$ cat src/rtl/ps2_pkg.sv
// PS/2 link layer shared types: FSM states, timing constants, parity.
// Timing helpers take the system clock frequency in Hz.
package ps2_pkg;

  typedef enum logic [2:0] {
    IDLE,
    RX,
    TX_INH,
    TX_REQ,
    TX_BITS,
    TX_ACK
  } state_e;

  // 100 us bit watchdog
  function automatic int t_bit(input int f);
    return f / 10000;
  endfunction

  // 120 us host inhibit
  function automatic int t_inh(input int f);
    return f * 12 / 100000;
  endfunction

  // 15 ms transmit limit
  function automatic int t_tx(input int f);
    return f * 15 / 1000;
  endfunction

  // bit that makes the total count of ones odd
  function automatic logic odd_parity(input logic [7:0] b);
    return ~^b;
  endfunction

endpackage

$ cat src/rtl/ps2_line_filter.sv
// 2-FF synchronizer plus hold filter for one PS/2 pin.
// Ports: clk, rst, pin_i (raw async pin), lvl_o (filtered level).
module ps2_line_filter #(
  parameter int FILT_LEN = 8
) (
  input  logic clk,
  input  logic rst,
  input  logic pin_i,
  output logic lvl_o
);

  localparam int CW = (FILT_LEN > 1) ? $clog2(FILT_LEN) : 1;

  logic          s1_q;
  logic          s2_q;
  logic          lvl_q;
  logic [CW-1:0] cnt_q;

  // a new level must persist FILT_LEN cycles before it is taken
  always_ff @(posedge clk) begin
    if (rst) begin
      s1_q  <= 1'b1;
      s2_q  <= 1'b1;
      lvl_q <= 1'b1;
      cnt_q <= '0;
    end else begin
      s1_q <= pin_i;
      s2_q <= s1_q;
      if (s2_q == lvl_q) begin
        cnt_q <= '0;
      end else if (cnt_q == CW'(FILT_LEN - 1)) begin
        lvl_q <= s2_q;
        cnt_q <= '0;
      end else begin
        cnt_q <= cnt_q + 1'b1;
      end
    end
  end

  assign lvl_o = lvl_q;

endmodule

$ cat src/rtl/ps2_frame_io.sv
// PS/2 bit-level link: 11-bit device frames in, host command bytes out.
// Pins: ps2_clk/dat in (raw), out (open-drain, 0 = pull low).
module ps2_frame_io
  import ps2_pkg::*;
#(
  parameter int CLK_FREQ = 28000000,
  parameter int FILT_LEN = 8
) (
  input  logic       clk,
  input  logic       rst,
  input  logic       ps2_clk_in,
  input  logic       ps2_dat_in,
  output logic       ps2_clk_out,
  output logic       ps2_dat_out,
  output logic [7:0] dataout,
  output logic       dataout_valid,
  output logic       dataout_error,
  input  logic [7:0] tx_data,
  input  logic       tx_valid,
  output logic       tx_ready,
  output logic       tx_done,
  output logic       tx_error
);

  localparam int TB = t_bit(CLK_FREQ);
  localparam int TI = t_inh(CLK_FREQ);
  localparam int TT = t_tx(CLK_FREQ);
  localparam int BW = $clog2(TB);
  localparam int TW = $clog2(TT);

  logic clk_f;
  logic dat_f;
  logic fall;

  ps2_line_filter #(.FILT_LEN(FILT_LEN)) u_clk_filt (
    .clk  (clk),
    .rst  (rst),
    .pin_i(ps2_clk_in),
    .lvl_o(clk_f)
  );

  ps2_line_filter #(.FILT_LEN(FILT_LEN)) u_dat_filt (
    .clk  (clk),
    .rst  (rst),
    .pin_i(ps2_dat_in),
    .lvl_o(dat_f)
  );

  state_e        state_q, state_d;
  logic          cprev_q;
  logic [3:0]    bcnt_q, bcnt_d;
  logic [10:0]   shift_q, shift_d;
  logic [7:0]    dout_q, dout_d;
  logic [BW-1:0] tmr_q, tmr_d;
  logic [TW-1:0] ttmr_q, ttmr_d;
  logic [7:0]    txb_q, txb_d;
  logic          txbit_q, txbit_d;
  logic          vld_q, vld_d;
  logic          err_q, err_d;
  logic          done_q, done_d;
  logic          txerr_q, txerr_d;

  assign fall = cprev_q & ~clk_f;

  always_comb begin
    state_d = state_q;
    bcnt_d  = bcnt_q;
    shift_d = shift_q;
    dout_d  = dout_q;
    tmr_d   = tmr_q;
    ttmr_d  = ttmr_q;
    txb_d   = txb_q;
    txbit_d = txbit_q;
    vld_d   = 1'b0;
    err_d   = 1'b0;
    done_d  = 1'b0;
    txerr_d = 1'b0;
    unique case (state_q)
      IDLE: begin
        tmr_d  = '0;
        bcnt_d = '0;
        if (fall) begin
          // the edge that wakes us is the start bit
          state_d = RX;
          shift_d = {dat_f, shift_q[10:1]};
          bcnt_d  = 4'd1;
        end else if (tx_valid) begin
          state_d = TX_INH;
          txb_d   = tx_data;
          ttmr_d  = '0;
        end
      end
      RX: begin
        if (fall) begin
          shift_d = {dat_f, shift_q[10:1]};
          bcnt_d  = bcnt_q + 4'd1;
          tmr_d   = '0;
          if (bcnt_q == 4'd10) begin
            state_d = IDLE;
            if (!shift_d[0] && shift_d[10] &&
                shift_d[9] == odd_parity(shift_d[8:1])) begin
              dout_d = shift_d[8:1];
              vld_d  = 1'b1;
            end else begin
              err_d = 1'b1;
            end
          end
        end else if (tmr_q == BW'(TB - 1)) begin
          state_d = IDLE;
          err_d   = 1'b1;
        end else begin
          tmr_d = tmr_q + 1'b1;
        end
      end
      TX_INH: begin
        if (ttmr_q == TW'(TI - 1)) begin
          state_d = TX_REQ;
          ttmr_d  = '0;
          txbit_d = 1'b0;
        end else begin
          ttmr_d = ttmr_q + 1'b1;
        end
      end
      TX_REQ: begin
        state_d = TX_BITS;
        bcnt_d  = '0;
        ttmr_d  = ttmr_q + 1'b1;
      end
      TX_BITS: begin
        ttmr_d = ttmr_q + 1'b1;
        if (ttmr_q == TW'(TT - 1)) begin
          state_d = IDLE;
          txerr_d = 1'b1;
        end else if (fall) begin
          bcnt_d = bcnt_q + 4'd1;
          if (bcnt_q < 4'd8) begin
            txbit_d = txb_q[bcnt_q[2:0]];
          end else if (bcnt_q == 4'd8) begin
            txbit_d = odd_parity(txb_q);
          end else begin
            txbit_d = 1'b1;
            state_d = TX_ACK;
          end
        end
      end
      TX_ACK: begin
        ttmr_d = ttmr_q + 1'b1;
        if (ttmr_q == TW'(TT - 1)) begin
          state_d = IDLE;
          txerr_d = 1'b1;
        end else if (fall) begin
          state_d = IDLE;
          done_d  = ~dat_f;
          txerr_d = dat_f;
        end
      end
      default: state_d = IDLE;
    endcase
  end

  always_ff @(posedge clk) begin
    if (rst) begin
      state_q <= IDLE;
      cprev_q <= 1'b1;
      bcnt_q  <= '0;
      shift_q <= '0;
      dout_q  <= '0;
      tmr_q   <= '0;
      ttmr_q  <= '0;
      txb_q   <= '0;
      txbit_q <= 1'b1;
      vld_q   <= 1'b0;
      err_q   <= 1'b0;
      done_q  <= 1'b0;
      txerr_q <= 1'b0;
    end else begin
      state_q <= state_d;
      cprev_q <= clk_f;
      bcnt_q  <= bcnt_d;
      shift_q <= shift_d;
      dout_q  <= dout_d;
      tmr_q   <= tmr_d;
      ttmr_q  <= ttmr_d;
      txb_q   <= txb_d;
      txbit_q <= txbit_d;
      vld_q   <= vld_d;
      err_q   <= err_d;
      done_q  <= done_d;
      txerr_q <= txerr_d;
    end
  end

  assign ps2_clk_out   = (state_q != TX_INH);
  assign ps2_dat_out   = (state_q == TX_REQ || state_q == TX_BITS)
                         ? txbit_q : 1'b1;
  // an incoming frame pre-empts a same-cycle send request
  assign tx_ready      = (state_q == IDLE) && !fall;
  assign dataout       = dout_q;
  assign dataout_valid = vld_q;
  assign dataout_error = err_q;
  assign tx_done       = done_q;
  assign tx_error      = txerr_q;

endmodule

$ cat config.mk
export PLATFORM = sky130hd
export DESIGN_NAME = ps2_frame_io
export DESIGN_NICKNAME = d
export VERILOG_FILES = /design/src/rtl/ps2_pkg.sv /design/src/rtl/ps2_line_filter.sv /design/src/rtl/ps2_frame_io.sv
export SDC_FILE = /design/constraint.sdc
export NUM_CORES = 1
export LEC_CHECK = 0
export CORE_MARGIN = 3
export CORE_UTILIZATION = 35
export DETAILED_ROUTE_END_ITERATION = 12
export MAX_ROUTING_LAYER = met4
export PLACE_DENSITY = 0.53
export SETUP_SLACK_MARGIN = 0.5
export SYNTH_ARGS = -nofsm -noshare
export SYNTH_HDL_FRONTEND = slang
export SYNTH_SLANG_ARGS = --single-unit
$ cat constraint.sdc
create_clock -name clk -period 3.7 [get_ports clk]
set_input_delay 1.11 -clock clk [delete_from_list [all_inputs] [get_ports clk]]
set_output_delay 1.11 -clock clk [all_outputs]
set_load 0.03 [all_outputs]
### Yosys cells after proc, flatten, opt, wreduce, memory -nomap -nowiden

Cells that the tools add are included.

| cells by class | value |
|---|---|
| $add $sub $neg | 5 |
| order comparisons | 2 |
| equal/unequal tests | 29 |
| multiplexer cells | 42 |
| bitwise gates (word level) | 9 |
| reduce and logical (&&, ||, !) cells | 30 |

Operators by type and width:

| operator | number |
|---|---|
| $mux W19 | 3 |
| $pmux W19 S3 | 1 |
| $mux W3 | 12 |
| $mux W12 | 2 |
| $ne A3 B3 Y1 const B | 8 |
| $pmux W12 S2 | 1 |
| $add A19 B1 Y19 const B | 1 |
| $eq A19 B12 Y1 const B | 1 |
| $eq A19 B19 Y1 const B | 1 |
| $pmux W3 S6 | 1 |
| $mux W1 | 16 |
| $pmux W4 S4 | 1 |
| $reduce_xnor A8 Y1 | 2 |
| $add A12 B1 Y12 const B | 1 |
| $eq A12 B12 Y1 const B | 1 |
| $eq A3 B3 Y1 const B | 4 |
| $ne A2 B2 Y1 const B | 5 |
| $reduce_and A2 Y1 | 5 |
| $reduce_or A3 Y1 | 3 |
| $eq A4 B4 Y1 const B | 2 |
| $mux W4 | 2 |
| $not A1 Y1 | 8 |
| $reduce_and A4 Y1 | 2 |
| $reduce_and A8 Y1 | 1 |
| 21 further kinds | 33 |

| storage, ports and cells | value |
|---|---|
| register bits | 83 |
| bits of input ports | 13 |
| output and inout port bits | 15 |
| word-level logic and storage cells | 138 |

### Logic depth before layout (Yosys ltp)

| logic depth | value |
|---|---|
| depth in word-level cells | 6 |
| mapped depth | 8 |
| gate-level depth less buffers | 7 |

### Modules after synthesis

A second synthesis with hierarchy kept.

| unflattened totals | value |
|---|---|
| cells, all modules | 432 |
| area, all modules | 3,973.8 um^2 |

Modules (own cells, without submodules):

| module | instances | cells each | area each (um^2) | sequential area each (um^2) |
|---|---|---|---|---|
| ps2_frame_io | 1 | 400 | 3,560.9 | 1,401.3 |
| ps2_line_filter | 2 | 16 | 206.4 | 120.1 |

### Worst setup path before layout

Ideal clock, no wire load.

| path | value |
|---|---|
| path kind | register to output |
| from | reg state_q[2] |
| to | out ps2_dat_out |
| arrival time | 1,130 ps |
| data required time | 2,590 ps |
| slack | 1,460 ps |
| stages on the path, launching flop included | 5 |
| path buffers | 1 |
| path through | dfxtp_1 > clkbuf_1 > nand2b_1 > o21ai_0 > nand2b_1 |

| between the ends | value |
|---|---|
| word-level cells in the longest chain between the ends | 3 |
| elaborated cells on any way between the ends | 4 |
| those cells by class | eq/ne: 2; mux: 1; reduce/logical: 1 |

Ends and longest elaborated chain:

| item | line | text |
|---|---|---|
| start, declared | ps2_frame_io.sv:49 | `state_e state_q, state_d;` |
| start signal, assigned | ps2_frame_io.sv:177 | `state_q <= state_d;` |
| $eq A3 B2 Y1 / $eq A3 B3 Y1 (equally long branches) | ps2_frame_io.sv:194 | `assign ps2_dat_out = (state_q == TX_REQ \|\| state_q == TX_BITS)` |
| $logic_or A1 B1 Y1 * | ps2_frame_io.sv:194 |  |
| $mux W1 * | ps2_frame_io.sv:195 | `? txbit_q : 1'b1;` |
| end, declared | ps2_frame_io.sv:14 | `output logic ps2_dat_out,` |

Every way passes the cells marked *; elsewhere a longest branch is shown, timed or not.

### Worst setup path after layout

| path | value |
|---|---|
| from | reg state_q[1] |
| to | out ps2_dat_out |

Same word-level chain as after synthesis.

==> Flow_metrics.wiki <==
{| class="wikitable"
! Metric !! Value
|-
| Cell leakage power || between 0.0015 and 0.002 uW
|-
| Via density per instance || 5.178
|-
| Switching part of the total || 0.2404
|-
| Number of top-level pins || 28
|-
| Clock Pin Slew Worst Setup and Hold Paths || 60 ps
|-
| Commonest non-fill, non-tap cells in the layout || sky130_fd_sc_hd__dfxtp_1 (79), sky130_fd_sc_hd__nand2_1 (68), sky130_fd_sc_hd__a21oi_1 (37)
|-
| Launch point of the worst path || state_q[1]
|-
| Worst-case clock buffer depth || 2
|-
| Initial antenna violation count || 0
|-
| Area overhead of the layout relative to synthesis || 17.71%
|-
| Most used DFF post-synth || sky130_fd_sc_hd__dfxtp_1
|-
| Yosys warning count || 0
|-
| Critical path class || flop to output port
|-
| First-pass iteration count of the detailed router || 4
|-
| Post-synth net total || 480
|-
| TritonCTS clock tree || built
|-
| Number of vias in the routed layout || about 3300
|-
| Number of port buffers || 27
|-
| Post-route minimum period || 3044 ps
|-
| Sequential cell area fraction in the yosys report || 0.4099
|-
| Net Sw Power || around 490 uW
|-
| Setup-violating endpoint count in the final report || 0
|-
| Final count of pins violating max slew || 0
|-
| Combinational group share of total power || 0.092
|-
| Clk network pwr share || 0.453
|-
| Overall routing resource usage || 0.1517
|-
| Number of antenna cells inserted || 0
|-
| DRT iter0 DRCs || 156
|-
| Highest-delay cell along the critical path || sky130_fd_sc_hd__clkdlybuf4s50_1
|-
| # nets final || between 500 and 600
|-
| Cell occurring most often along the worst timing path || sky130_fd_sc_hd__nand2b_1
|-
| Worst Hold Class || flop to flop
|-
| Max-Cap Viols || 0
|-
| Number of synthesized flops with an enable pin || 0
|-
| Via count of the first global-routing pass || 3170
|-
| Post-synthesis area per instance || roughly 8.7 um2
|-
| Netlist Area Pre-Place || 0.004005 mm2
|-
| Maximum number of pins on one net before global-route repair || 23
|-
| Filler Cells Inserted || 1125
|-
| Worst slew margin relative to its limit || 0.4885
|-
| Internal power of the cells || 1538 uW
|-
| DPL Wire Length || 6264 um
|-
| Achievable clock frequency || 0.3285 GHz
|-
| Crit path max fanout || 15
|-
| Final hold viol count || 0
|-
| Slack of the worst reg-to-reg path || about 1500 ps
|-
| Worst hold path startpoint || u_dat_filt.s1_q
|-
| Result of the run || completed
|-
| Largest voltage drop on the vdd net || 0.2299 mV
|-
| Worst EP arrival || 1930 ps
|-
| Row count || 38
|-
| Count of antenna-violating nets left after detailed routing || 0
|-
| X dimension of the die || approximately 110 um
|-
| Most common cell after layout, fill and taps aside || sky130_fd_sc_hd__dfxtp_1
|-
| Root Driver || sky130_fd_sc_hd__clkbuf_16
|-
| Tightest Pin Transition || 765.7 ps
|-
| Worst skew pair latency || approximately 340 ps
|-
| CTS buffer count || 9
|-
| Clock skew || 8.005 ps
|-
| Initial core utilization || 0.3631
|-
| Required time of the worst setup path || about 2600 ps
|-
| Launch point of the worst reg-to-reg path || cprev_q
|-
| Type of destination of the critical path || output port
|-
| Final WL || 8785 um
|-
| Unique cell type count in the Yosys netlist || slightly above 60
|-
| Post-route DRC || 0
|-
| Pwr per Cell Area || 429.4 mW/mm2
|-
| WHS || 408.3 ps
|-
| Height of the die || 113.0 um
|-
| Startpoint types || flop
|-
| Sum of overflow across all layers after global routing || 0
|-
| Global-route wire length before repair || 15240 um
|-
| Setup TNS || 0 ps
|-
| Deepest level of the CTS H-tree || 3
|-
| Maximum cell stage delay along the critical path || 660 ps
|-
| Ys async rst share || 0
|-
| CTS Sinks || 82
|-
| Part of the total power dissipated in sequential elements || 0.455
|-
| Share of cells above drive strength 1 || 0.1127
|-
| Core region area || around 0.011 mm2
|-
| Number of synthesized register bits || 82
|-
| Synthesized netlist cell count || 458
|-
| Setup repair after global routing missed its margin || no
|-
| Die Footprint || 0.01276 mm2
|-
| Ratio of final minimum period to clock period || 0.8228
|-
| GP Congestion || 0.8453
|-
| Detailed-route wire length per cell || about 14 um
|-
| Critical Path, Cell by Cell || nand2b_1 -> o21ai_0 -> nand2b_1 -> clkdlybuf4s50_1
|}
-- cells by family after synthesis --
family                   Yosys count  share of synthesized area
buffers and inverters             31                    0.03842
XOR/XNOR                          31                    0.07123
adder cells (fa/ha/maj)            9                    0.02812
multiplexers                      15                    0.04405
AND/OR/NAND/NOR                  198                     0.2568
flip-flops                        82                     0.4099
AO/OA/AOI/OAI                     92                     0.1515
-- per-stage QoR --
step / total power (uW) / instance area [um2] / utilization / setup slack [ps] / instances
after floorplan: 1075 / 4005 / - / 1460 / 458
after global placement: 1125 / 4397 / 0.3986 / 770.4 / 612
after detailed placement: 1127 / 4397 / 0.3986 / 758.6 / 612
after CTS: 2050 / 4711 / 0.4271 / 522.4 / 628
after global routing: 2106 / 4715 / 0.4274 / 531.5 / 628
final: 2025 / 4715 / 0.4274 / 655.8 / 628
-- power groups by stage --
stage	logic, uW	clock network (uW)	registers, uW
final	186	918	921
after CTS	189	941	920
after global placement	187	0	939
after floorplan	145	0	930
after detailed placement	187	0	939
after global routing	206	977	923
-- sequential cells by signal, summed over array words and instances, names as in the netlist, 3 cells and up --
| name | flops |
|---|---|
| bcnt_q | 4 |
| dataout | 8 |
| shift_q | 10 |
| state_q | 3 |
| tmr_q | 12 |
| ttmr_q | 19 |
| txb_q | 8 |
| u_clk_filt.cnt_q | 3 |
| u_dat_filt.cnt_q | 3 |
-- metal layers --
layer	vias to the layer above	GRT usage	share of wire
li1	1669	-	-
met1	1528	0.1904	0.48
met2	47	0.2370	0.47
met3	8	0.04278	0.037
met4	0	0.04888	0.013
met5	-	-	0
-- synthesized netlist by cell type, types with 2 or more instances --
cell type                   instances  area [um2]
sky130_fd_sc_hd__a31oi_1            2       12.51
sky130_fd_sc_hd__nor3_1            10       50.05
sky130_fd_sc_hd__and3_2             2       15.01
sky130_fd_sc_hd__o31ai_1            3       22.52
sky130_fd_sc_hd__nor2_1            28       105.1
sky130_fd_sc_hd__nand4_1            7       43.79
sky130_fd_sc_hd__nand2_1           68       255.2
sky130_fd_sc_hd__mux4_2             2       45.04
sky130_fd_sc_hd__nor4_1             3       18.77
sky130_fd_sc_hd__nand3b_1           3       22.52
sky130_fd_sc_hd__o21ai_0           20       100.1
sky130_fd_sc_hd__buf_2              3       15.01
sky130_fd_sc_hd__clkbuf_1          11       41.29
sky130_fd_sc_hd__nand2b_1           6       37.54
sky130_fd_sc_hd__nor2b_1            3       18.77
sky130_fd_sc_hd__a2111oi_0          3       26.28
sky130_fd_sc_hd__xor2_1             9       78.83
sky130_fd_sc_hd__nand3_1           22       110.1
sky130_fd_sc_hd__and2_1             7       43.79
sky130_fd_sc_hd__nor4b_2            2       30.03
sky130_fd_sc_hd__ha_1               9       112.6
sky130_fd_sc_hd__buf_4              3       22.52
sky130_fd_sc_hd__or4_1              6       45.04
sky130_fd_sc_hd__or2_2              9       56.30
sky130_fd_sc_hd__mux2i_1           12       120.1
sky130_fd_sc_hd__or3_1              9       56.30
sky130_fd_sc_hd__xnor2_1           21       183.9
sky130_fd_sc_hd__inv_1             10       37.54
sky130_fd_sc_hd__dfxtp_1           82        1642
sky130_fd_sc_hd__buf_6              3       33.78
sky130_fd_sc_hd__o211a_1            3       30.03
sky130_fd_sc_hd__and3_1             4       25.02
sky130_fd_sc_hd__a21oi_1           37       185.2
sky130_fd_sc_hd__a211oi_1           7       52.55
sky130_fd_sc_hd__o2111ai_1          3       26.28
-- path summary, 6_finish.rpt --
path | endpoint | depth (start not counted)
min reg2reg | u_dat_filt.s2_q | 1
max reg2reg | tmr_q[11] | 5
min | u_dat_filt.s2_q | 1
max | ps2_dat_out | 4
-- timing repair --
item	in CTS	in global routing
resized for setup	4	2
setup endpoints to repair	2	2
setup buffers	0	0
hold buffers	0	0
-- layout make-up --
class	instances	area (um2)	area share
tap	140	175.2	0.03716
timing repair buffer	34	325.3	0.06900
inverter	11	41.29	0.008758
clock inverter	4	50.05	0.01062
clock buffer	12	256.5	0.05441
multi-input combinational	345	2221	0.4711
sequential	82	1645	0.3490
-- critical path: cells and delay by family (launching register included) --
family,cells,cell delay [ps]
and+or+nand+nor,2,340
buffers and inverters,1,660
AOI/OAI and AO/OA,1,120
DFF,1,470
(Power assumes the default switching activity.)
